[src/rtl/gate_pkg.sv]
// Shared definitions for the gate-level datapath library: op encodings, FSM states and
// helpers that split an op into its base reduction and output inversion.
package gate_pkg;

  localparam logic [2:0] OP_AND     = 3'd0;
  localparam logic [2:0] OP_OR      = 3'd1;
  localparam logic [2:0] OP_XOR     = 3'd2;
  localparam logic [2:0] OP_NAND    = 3'd3;
  localparam logic [2:0] OP_NOR     = 3'd4;
  localparam logic [2:0] OP_XNOR    = 3'd5;
  localparam logic [2:0] OP_PASS    = 3'd6;
  localparam logic [2:0] OP_ILLEGAL = 3'd7;

  typedef enum logic {StIdle, StAccum} state_e;

  typedef enum logic [1:0] {BaseAnd, BaseOr, BaseXor, BasePass} base_e;

  function automatic base_e op_base(input logic [2:0] op);
    case (op)
      OP_AND, OP_NAND: op_base = BaseAnd;
      OP_OR, OP_NOR:   op_base = BaseOr;
      OP_XOR, OP_XNOR: op_base = BaseXor;
      default:         op_base = BasePass;
    endcase
  endfunction

  function automatic logic op_invert(input logic [2:0] op);
    return (op == OP_NAND) || (op == OP_NOR) || (op == OP_XNOR);
  endfunction

endpackage

[src/rtl/logic_gate_pipe_if.sv]
// Stream interface of logic_gate_pipe: operand beats in, folded results out.
interface logic_gate_pipe_if #(
  parameter int unsigned WIDTH  = 8,
  parameter int unsigned NUM_IN = 2,
  parameter int unsigned CNT_W  = 4
);
  logic                    in_valid;
  logic                    in_ready;
  logic [NUM_IN*WIDTH-1:0] in_data;
  logic [2:0]              op;
  logic                    acc_mode;
  logic                    acc_last;
  logic                    out_valid;
  logic                    out_ready;
  logic [WIDTH-1:0]        out_data;
  logic [CNT_W-1:0]        out_beats;
  logic                    op_err;

  modport master (
    output in_valid, in_data, op, acc_mode, acc_last, out_ready,
    input  in_ready, out_valid, out_data, out_beats, op_err
  );

  modport slave (
    input  in_valid, in_data, op, acc_mode, acc_last, out_ready,
    output in_ready, out_valid, out_data, out_beats, op_err
  );
endinterface

[src/rtl/logic_reduce.sv]
// Combinational bitwise reduction of NUM_IN operands; reports the base (non-inverted) result
// together with whether the op wants inversion and whether it is the illegal encoding.
module logic_reduce
  import gate_pkg::*;
#(
  parameter int unsigned WIDTH  = 8,
  parameter int unsigned NUM_IN = 2
) (
  input  logic [NUM_IN*WIDTH-1:0] data,
  input  logic [2:0]              op,
  output logic [WIDTH-1:0]        result,
  output logic                    invert,
  output logic                    illegal
);

  logic [WIDTH-1:0] and_r;
  logic [WIDTH-1:0] or_r;
  logic [WIDTH-1:0] xor_r;

  always_comb begin
    and_r = data[0 +: WIDTH];
    or_r  = data[0 +: WIDTH];
    xor_r = data[0 +: WIDTH];
    for (int unsigned k = 1; k < NUM_IN; k++) begin
      and_r = and_r & data[k*WIDTH +: WIDTH];
      or_r  = or_r  | data[k*WIDTH +: WIDTH];
      xor_r = xor_r ^ data[k*WIDTH +: WIDTH];
    end
    case (op_base(op))
      BaseAnd: result = and_r;
      BaseOr:  result = or_r;
      BaseXor: result = xor_r;
      default: result = data[0 +: WIDTH];
    endcase
  end

  assign invert  = op_invert(op);
  assign illegal = (op == OP_ILLEGAL);

endmodule

[src/rtl/logic_gate_pipe.sv]
// Registered NUM_IN-operand bitwise gate with valid/ready handshake and an optional
// accumulate mode that folds a burst into one result plus a saturating beat count.
module logic_gate_pipe
  import gate_pkg::*;
#(
  parameter int unsigned WIDTH  = 8,
  parameter int unsigned NUM_IN = 2,
  parameter int unsigned CNT_W  = 4
) (
  input logic              clk,
  input logic              rst_n,
  logic_gate_pipe_if.slave bus
);

  localparam logic [CNT_W-1:0] CntMax = '1;
  localparam logic [CNT_W-1:0] CntOne = CNT_W'(1);

  state_e           state_q, state_d;
  logic [2:0]       op_q, op_d;
  logic [WIDTH-1:0] acc_q, acc_d;
  logic [CNT_W-1:0] cnt_q, cnt_d;
  logic             out_valid_q, out_valid_d;
  logic [WIDTH-1:0] out_data_q, out_data_d;
  logic [CNT_W-1:0] out_beats_q, out_beats_d;
  logic             op_err_q, op_err_d;

  logic             in_ready;
  logic             accept;
  logic [2:0]       cur_op;
  logic [WIDTH-1:0] beat_base;
  logic             beat_inv;
  logic             beat_illegal;
  logic [WIDTH-1:0] folded;
  logic [CNT_W-1:0] cnt_inc;

  assign in_ready = !out_valid_q || bus.out_ready;
  assign accept   = bus.in_valid && in_ready;
  // Once a burst is open the latched op governs; the live op input is ignored.
  assign cur_op   = (state_q == StAccum) ? op_q : bus.op;
  assign cnt_inc  = (cnt_q == CntMax) ? CntMax : cnt_q + CntOne;

  logic_reduce #(
    .WIDTH  (WIDTH),
    .NUM_IN (NUM_IN)
  ) u_reduce (
    .data    (bus.in_data),
    .op      (cur_op),
    .result  (beat_base),
    .invert  (beat_inv),
    .illegal (beat_illegal)
  );

  always_comb begin
    case (op_base(op_q))
      BaseAnd: folded = acc_q & beat_base;
      BaseOr:  folded = acc_q | beat_base;
      BaseXor: folded = acc_q ^ beat_base;
      default: folded = beat_base;
    endcase
  end

  always_comb begin
    state_d     = state_q;
    op_d        = op_q;
    acc_d       = acc_q;
    cnt_d       = cnt_q;
    out_valid_d = out_valid_q && !bus.out_ready;
    out_data_d  = out_data_q;
    out_beats_d = out_beats_q;
    op_err_d    = op_err_q;
    if (accept) begin
      unique case (state_q)
        StIdle: begin
          if (beat_illegal) begin
            out_valid_d = 1'b1;
            out_data_d  = '0;
            out_beats_d = CntOne;
            op_err_d    = 1'b1;
          end else if (bus.acc_mode && !bus.acc_last) begin
            state_d = StAccum;
            op_d    = bus.op;
            acc_d   = beat_base;
            cnt_d   = CntOne;
          end else begin
            out_valid_d = 1'b1;
            out_data_d  = beat_inv ? ~beat_base : beat_base;
            out_beats_d = CntOne;
          end
        end
        StAccum: begin
          if (bus.acc_last) begin
            state_d     = StIdle;
            out_valid_d = 1'b1;
            out_data_d  = beat_inv ? ~folded : folded;
            out_beats_d = cnt_inc;
          end else begin
            acc_d = folded;
            cnt_d = cnt_inc;
          end
        end
      endcase
    end
  end

  always_ff @(posedge clk or negedge rst_n) begin
    if (!rst_n) begin
      state_q     <= StIdle;
      op_q        <= OP_AND;
      acc_q       <= '0;
      cnt_q       <= '0;
      out_valid_q <= 1'b0;
      out_data_q  <= '0;
      out_beats_q <= '0;
      op_err_q    <= 1'b0;
    end else begin
      state_q     <= state_d;
      op_q        <= op_d;
      acc_q       <= acc_d;
      cnt_q       <= cnt_d;
      out_valid_q <= out_valid_d;
      out_data_q  <= out_data_d;
      out_beats_q <= out_beats_d;
      op_err_q    <= op_err_d;
    end
  end

  assign bus.in_ready  = in_ready;
  assign bus.out_valid = out_valid_q;
  assign bus.out_data  = out_data_q;
  assign bus.out_beats = out_beats_q;
  assign bus.op_err    = op_err_q;

endmodule
[src/flat_wrapper.sv]
// flat-port wrapper written by rule: the top's interface ports become plain ports
module logic_gate_pipe_flat import gate_pkg::*;
#(
  parameter int unsigned WIDTH  = 8,
  parameter int unsigned NUM_IN = 2,
  parameter int unsigned CNT_W  = 4
)
  (clk, rst_n, bus_in_valid, bus_in_data, bus_op, bus_acc_mode, bus_acc_last, bus_out_ready, bus_in_ready, bus_out_valid, bus_out_data, bus_out_beats, bus_op_err);
  logic_gate_pipe_if #(.WIDTH(WIDTH), .NUM_IN(NUM_IN), .CNT_W(CNT_W)) bus_i ();
  input logic clk;
  input logic rst_n;
  input wire logic [$bits(bus_i.in_valid)-1:0] bus_in_valid;
  input wire logic [$bits(bus_i.in_data)-1:0] bus_in_data;
  input wire logic [$bits(bus_i.op)-1:0] bus_op;
  input wire logic [$bits(bus_i.acc_mode)-1:0] bus_acc_mode;
  input wire logic [$bits(bus_i.acc_last)-1:0] bus_acc_last;
  input wire logic [$bits(bus_i.out_ready)-1:0] bus_out_ready;
  output wire logic [$bits(bus_i.in_ready)-1:0] bus_in_ready;
  output wire logic [$bits(bus_i.out_valid)-1:0] bus_out_valid;
  output wire logic [$bits(bus_i.out_data)-1:0] bus_out_data;
  output wire logic [$bits(bus_i.out_beats)-1:0] bus_out_beats;
  output wire logic [$bits(bus_i.op_err)-1:0] bus_op_err;
  assign bus_i.in_valid = bus_in_valid;
  assign bus_i.in_data = bus_in_data;
  assign bus_i.op = bus_op;
  assign bus_i.acc_mode = bus_acc_mode;
  assign bus_i.acc_last = bus_acc_last;
  assign bus_i.out_ready = bus_out_ready;
  assign bus_in_ready = bus_i.in_ready;
  assign bus_out_valid = bus_i.out_valid;
  assign bus_out_data = bus_i.out_data;
  assign bus_out_beats = bus_i.out_beats;
  assign bus_op_err = bus_i.op_err;
  logic_gate_pipe #(.WIDTH(WIDTH), .NUM_IN(NUM_IN), .CNT_W(CNT_W)) u_core (.clk(clk), .rst_n(rst_n), .bus(bus_i));
endmodule
[config.mk]
export PLATFORM = sky130hd
export DESIGN_NAME = logic_gate_pipe_flat
export DESIGN_NICKNAME = d
export VERILOG_FILES = /design/src/rtl/gate_pkg.sv /design/src/rtl/logic_gate_pipe_if.sv /design/src/rtl/logic_reduce.sv /design/src/rtl/logic_gate_pipe.sv /design/src/flat_wrapper.sv
export SDC_FILE = /design/constraint.sdc
export NUM_CORES = 1
export LEC_CHECK = 0
export ABC_AREA = 1
export BUFFER_PORTS_ARGS = -buffer_cell sky130_fd_sc_hd__buf_4
export CORE_MARGIN = 3
export CORE_UTILIZATION = 50
export CTS_CLUSTER_SIZE = 20
export DETAILED_ROUTE_END_ITERATION = 10
export GPL_ROUTABILITY_DRIVEN = 0
export HOLD_SLACK_MARGIN = 0.06
export PLACE_DENSITY = 0.79
export SLEW_MARGIN = 20
export SYNTH_ARGS = -nofsm -noshare
export SYNTH_HDL_FRONTEND = slang
export SYNTH_SLANG_ARGS = --single-unit
[constraint.sdc]
create_clock -name clk -period 2.8 [get_ports clk]
set_input_delay 0.42 -clock clk [delete_from_list [all_inputs] [get_ports clk]]
set_output_delay 0.42 -clock clk [all_outputs]
set_load 0.01 [all_outputs]
==> metrics.yaml, run 1 <==
core-area_sq_um: 5270
cts_setup_buffers: 0
relSlewSlack_pct: 51.21
insertion_delay_ns: 0.29
avgSynthCellArea_sq_um: 7.001
fmax_ghz: 0.4013
vdd_drop_max_v: 0.0006407
cts_tree: "done"
required_ns: 2.98
synthArstFlopShare_pct: 100.0
cts.sinks: 30
cts_root_buffer: "clkbuf_8"
top_layer: "met4"
p_leak_uw: 0.001813
crit_type: "flop to flop"
cp_data_arrival_time_ns: 2.67
grt_pass1_wl_microns: 11710
ys_seq_area_share_pct: 26.61
final_cell_mix: "nand2_1 (104), inv_1 (60), nand3_1 (42), buf_4 (41), ha_1 (33)"
cts_buffers: 5
seq_power_share_pct: 24.3
drt_first_pass_iters: 4
synth_area_leaders: "dfrtp_1 (27%), ha_1 (15%), nand2_1 (14%)"
placed_cells: 506
setup_viol: 0
synth_top_flop_cell: "dfrtp_1"
path_clk_slew_ns: 0.07
synth-edff-count: 0
insertedDiodeCount: 0
critPathLaunch: "u_core.state_q$_DFFE_PN0P_"
layoutNonFillerInstCount: 514
p_comb_share_pct: 63.7
grt.total_usage_pct: 22.56
yosys.area.top_type: "dfrtp_1"
hold_class: "input pin to async pin"
tightest_slew_ns: 0.7318
wirelength_microns: 6664
swShare_pct: 50.51
slowest_stage: "dfrtp_2"
overflow: 0
synth_top_area_share_pct: 26.61
die_w_microns: 81.12
syn_to_final_growth_pct: 15.12
drive_gt1_share_pct: 20.95
path_max_fanout: 9
ys_seq_elements: 30
hold_violations: 0
cts_max_path_buffers: 2
die_y_microns: 81.12
min_period_ns: 2.492
ff2ff_path_depth: 18
critPathLaunchType: "flop"
r2r_slack_ns: 0.31
viasPerCell: 5.265
synth_nets: 461
grt_pass1_vias: 2661
dr_total_vias: 2706
fp.dieArea_sq_um: 6580
final_common_cell: "nand2_1"
pre_cts_slack_ns: 0.2005
status: "completed"
wl_met3_microns: 347
start_util_pct: 53.54
grt_max_degree: 31
nNetsFinal: 501
fillCellCount: 507
switching_power_uw: 1556
powerDensity_nw_per_um2: 948.6
rr_endpoint: "u_core.bus.out_data[0]$_DFFE_PN0P_"
yosysWarnings: 0
syn_area_sq_um: 2821
slew_violations: 0
worst_r2r_startpoint: "u_core.state_q$_DFFE_PN0P_"
ant_nets: 0
rsz0062_at_grt: "false"
cp-end-kind: "flop"
post-route-period-util_pct: 89.00
fin_ws_ns: 0.3081
worstPathCellList: "inv_2 > nand2_1 > nand2_2 > nand2_4 > nand2_2 > o21ai_1 > nand3_1 > nand2_1 > inv_1 > ha_1 > nand2_1 > o21ai_0 > a211oi_1 > nand2_1 > nand3_1 > nand2_1 > nor2_1 > nor2_1"
met2WireLength_microns: 3392
cp_slowest_stage_delay_ns: 0.45
drc: 0
wl_per_cell_microns: 12.96
p_int_uw: 1525
endpoint: "u_core.bus.out_data[0]$_DFFE_PN0P_"
pin_count: 40
rows: 26
synthDistinctLibCells: 31
cts_max_level: 2
path_common_cell: "nand2_1"
dp_hpwl_microns: 5092
first_iter_violations: 165
port_buffers: 39
antenna_found_initial: 0
setup_tns_ns: 0
finalClockSkew_ns: 0.002967
clkPwrFrac_pct: 12.0
maxCapViolCount: 0
drt-met1-wl_microns: 2833
synthCells: 403
-- cells in the mapped netlist, types with 2 or more instances --
cell type and count:
nand2_1 104, inv_1 60, nand3_1 42, ha_1 33
dfrtp_1 30, nand2_2 18, o21ai_0 18, a21oi_1 15
o21ai_1 12, nor2_1 10, nand4_1 9, inv_2 7
nand3_2 6, or2_0 5, a211oi_1 4, nand2_4 4
buf_4 3, buf_6 3, nor2_4 3, or2_1 3
a21boi_1 2, a21oi_2 2, o21ai_2 2
-- per-stage QoR --
step                      total power, uW  util [%]  hold WS (ns)  area [sq um]
after floorplan                      2182         -        0.1244          2821
after global placement               2614     59.83        0.3761          3153
after detailed placement             2701     59.83        0.3747          3153
after CTS                            3077     61.56       0.06731          3244
after global routing                 3430     61.63       0.07362          3248
final                                3081     61.63       0.05577          3248
-- power by group through the flow --
| stage | registers, uW | logic [uW] | clock network, uW |
|---|---|---|---|
| finish | 749 | 1960 | 371 |
| global route | 776 | 2260 | 394 |
| CTS | 747 | 1960 | 372 |
| detailed placement | 754 | 1950 | 0 |
| global placement | 744 | 1870 | 0 |
| floorplan | 760 | 1420 | 0 |
-- worst min-delay path by stage --
stage,startpoint,end,slack [ns],cells after the start
after global placement,rst_n,u_core.acc_q[7]$_DFFE_PN0P_,0.38,1
after CTS,rst_n,u_core.bus.out_data[7]$_DFFE_PN0P_,0.07,1
after detailed placement,rst_n,u_core.acc_q[7]$_DFFE_PN0P_,0.37,1
after global routing,rst_n,u_core.acc_q[7]$_DFFE_PN0P_,0.07,1
final,rst_n,u_core.bus.out_data[7]$_DFFE_PN0P_,0.06,1
after floorplan,rst_n,u_core.acc_q[0]$_DFFE_PN0P_,0.12,0
-- worst max-delay path: cells and delay by family, from the launching register on --
| family | cells | cell delay [ns] |
|---|---|---|
| simple gates | 12 | 1.22 |
| buf+inv | 2 | 0.15 |
| flops | 1 | 0.45 |
| compound gates | 3 | 0.39 |
| fa+ha+maj | 1 | 0.18 |
-- final cells by class --
cell class | count | area (sq um) | share of cell area, %
Multi-Input combinational cell | 296 | 1745 | 53.74
Sequential cell | 30 | 752.0 | 23.15
Timing Repair Buffer | 41 | 307.8 | 9.476
Inverter | 69 | 264.0 | 8.128
Tap cell | 70 | 87.58 | 2.696
Clock buffer | 7 | 86.33 | 2.658
Clock inverter | 1 | 5.005 | 0.1541
-- sequential cells by signal, summed over array words and instances (netlist names) --
register / flops
u_core.acc_q: 8
u_core.bus.op_err: 1
u_core.bus.out_beats: 4
u_core.bus.out_data: 8
u_core.bus.out_valid: 1
u_core.cnt_q: 4
u_core.op_q: 3
u_core.state_q: 1
-- per-layer routing --
layer	track usage (%)	vias up
met5	0	-
met3	4.656	12
met4	6.250	0
met2	39.00	70
li1	-	1365
met1	28.41	1259
-- logic make-up after synthesis --
logic type               share of synthesized area, %
AO/OA/AOI/OAI                                   11.75
AND/OR/NAND/NOR                                 35.48
buffers and inverters                           11.53
adder cells (fa/ha/maj)                         14.63
flip-flops                                      26.61
-- timing repair --
item | 4_1_cts | 5_1_grt
resized for setup | 0 | 4
hold buffers | 0 | 0
endpoints found under the setup margin | 0 | 11
hold endpoints to repair | 0 | 0
Power figures use the tool's default switching activity.
==> inputs of run 2 (changes only) <==
- BUFFER_PORTS_ARGS: -buffer_cell sky130_fd_sc_hd__buf_4 -> default
- CORE_MARGIN: 3 -> 4
- DONT_BUFFER_PORTS: default -> 1
- PLACE_DENSITY: 0.79 -> 0.73
==> run 2 against run 1 <==
- global-route usage is 3.0 points lower
- flip-flop and latch count unchanged
- clock power hardly changed
- fmax fell by 2.2%
- worst setup slack got worse by 0.055 ns
- largest power group unchanged
==> metrics.yaml, run 2 (same netlist as run 1, synthesis figures left out) <==
status: "completed"
cp_data_arrival_time_ns: 2.72
ant_nets: 0
relSlewSlack_pct: 57.64
path_clk_slew_ns: 0.07
drc: 0
start_util_pct: 51.24
finalPower_uw: 2925
wirelength_microns: 6401
insertedDiodeCount: 0
port_buffers: 0
setup_viol: 0
placed_cells: 469
dr_total_vias: 2563
wl_per_cell_microns: 13.36
r2r_slack_ns: 0.25
grt_pass1_wl_microns: 11240
post-route-period-util_pct: 90.95
first_iter_violations: 116
core-area_sq_um: 5507
tightest_slew_ns: 0.6311
viasPerCell: 5.351
syn_to_final_growth_pct: 5.942
cts_max_level: 2
die_y_microns: 83.12
overflow: 0
cp-end-kind: "flop"
vdd_drop_max_v: 0.0005707
drt_first_pass_iters: 4
powerDensity_nw_per_um2: 978.4
dp_hpwl_microns: 4838
p_leak_uw: 0.001638
final_cell_mix: "nand2_1 (104), inv_1 (60), nand3_1 (42), ha_1 (33), dfrtp_1 (29)"
setup_tns_ns: 0
cts_root_buffer: "clkbuf_8"
grt_pass1_vias: 2601
drive_gt1_share_pct: 13.76
grt.total_usage_pct: 19.56
hold_violations: 0
fp.dieArea_sq_um: 6909
hold_class: "input pin to flop"
rows: 27
cts.sinks: 30
rsz0062_at_grt: "false"
required_ns: 2.97
layoutNonFillerInstCount: 479
die_w_microns: 83.12
maxCapViolCount: 0
insertion_delay_ns: 0.29
grt_max_degree: 31
final_common_cell: "nand2_1"
path_max_fanout: 16
finalClockSkew_ns: 0.005171
cts_max_path_buffers: 2
cts_setup_buffers: 0
nNetsFinal: 464
cts_tree: "done"
critPathLaunchType: "flop"
utilization_pct: 54.28
fmax_ghz: 0.3927
slew_violations: 0
pin_count: 40
antenna_found_initial: 0
min_period_ns: 2.547
cts_buffers: 5
crit_type: "flop to flop"
[run 2: cell type report]
| type | instances | area (sq um) |
|---|---|---|
| fill | 565 | 2517 |
| multi-input combinational | 296 | 1745 |
| sequential | 30 | 752.0 |
| inverter | 69 | 261.5 |
| tap | 72 | 90.09 |
| clock buffer | 6 | 82.58 |
| timing repair buffer | 4 | 45.04 |
| clock inverter | 2 | 12.51 |
[run 2: worst max-delay path: stages, from the launching register on]
cell and delay, ns:
dfrtp_2 0.45, inv_2 0.09, nand2_2 0.06, nand2_2 0.10, nand2_2 0.11, inv_2 0.12, o21ai_0 0.21, nand3_2 0.14
nand2_2 0.11, inv_1 0.05, ha_1 0.28, nand2_1 0.07, o21ai_0 0.09, a21oi_1 0.22, nand2_1 0.10, o21ai_0 0.16
o21ai_1 0.08
[run 2: path summary, 6_finish.rpt]
kind | cells past startpoint | from | end
setup / recovery | 16 | u_core.state_q$_DFFE_PN0P_ | u_core.acc_q[3]$_DFFE_PN0P_
hold / removal | 2 | bus_op[1] | u_core.op_q[1]$_DFFE_PN0P_
setup reg to reg | 16 | u_core.state_q$_DFFE_PN0P_ | u_core.acc_q[3]$_DFFE_PN0P_
hold reg to reg | 2 | u_core.cnt_q[1]$_DFFE_PN0P_ | u_core.cnt_q[1]$_DFFE_PN0P_
max in group asynchronous | 2 | rst_n | u_core.state_q$_DFFE_PN0P_
min in group asynchronous | 2 | rst_n | u_core.acc_q[2]$_DFFE_PN0P_
[run 2: per-stage QoR]
| stage | hold slack (ns) | setup slack (ns) | instance area (sq um) |
|---|---|---|---|
| 5_1_grt | 0.3026 | 0.01454 | 2989 |
| 3_3_place_gp | 0.1255 | 0.3344 | 2863 |
| 3_5_place_dp | 0.1255 | 0.2096 | 2863 |
| 6_report | 0.2887 | 0.2533 | 2989 |
| 2_1_floorplan | 0.1244 | 0.6022 | 2821 |
| 4_1_cts | 0.2845 | 0.1994 | 2988 |
[run 2: power breakdown]
| group | switching, uW | internal, uW | leakage [uW] |
|---|---|---|---|
| sequential | 184 | 615 | 0.000362 |
| combinational | 1160 | 591 | 0.00123 |
| clock | 176 | 197 | 0.0000472 |
| total | 1520 | 1400 | 0.00164 |
[run 2: timing repair]
action,CTS,global route
endpoints found under the hold margin,30,0
resized for setup,0,1
endpoints found under the setup margin,0,6
hold buffers,2,0
[run 2: metal layers]
layer | global-route usage [%] | wire (microns)
met1 | 23.44 | 2768
met2 | 33.89 | 3212
met3 | 4.067 | 327
met4 | 8.024 | 93
met5 | 0 | 0
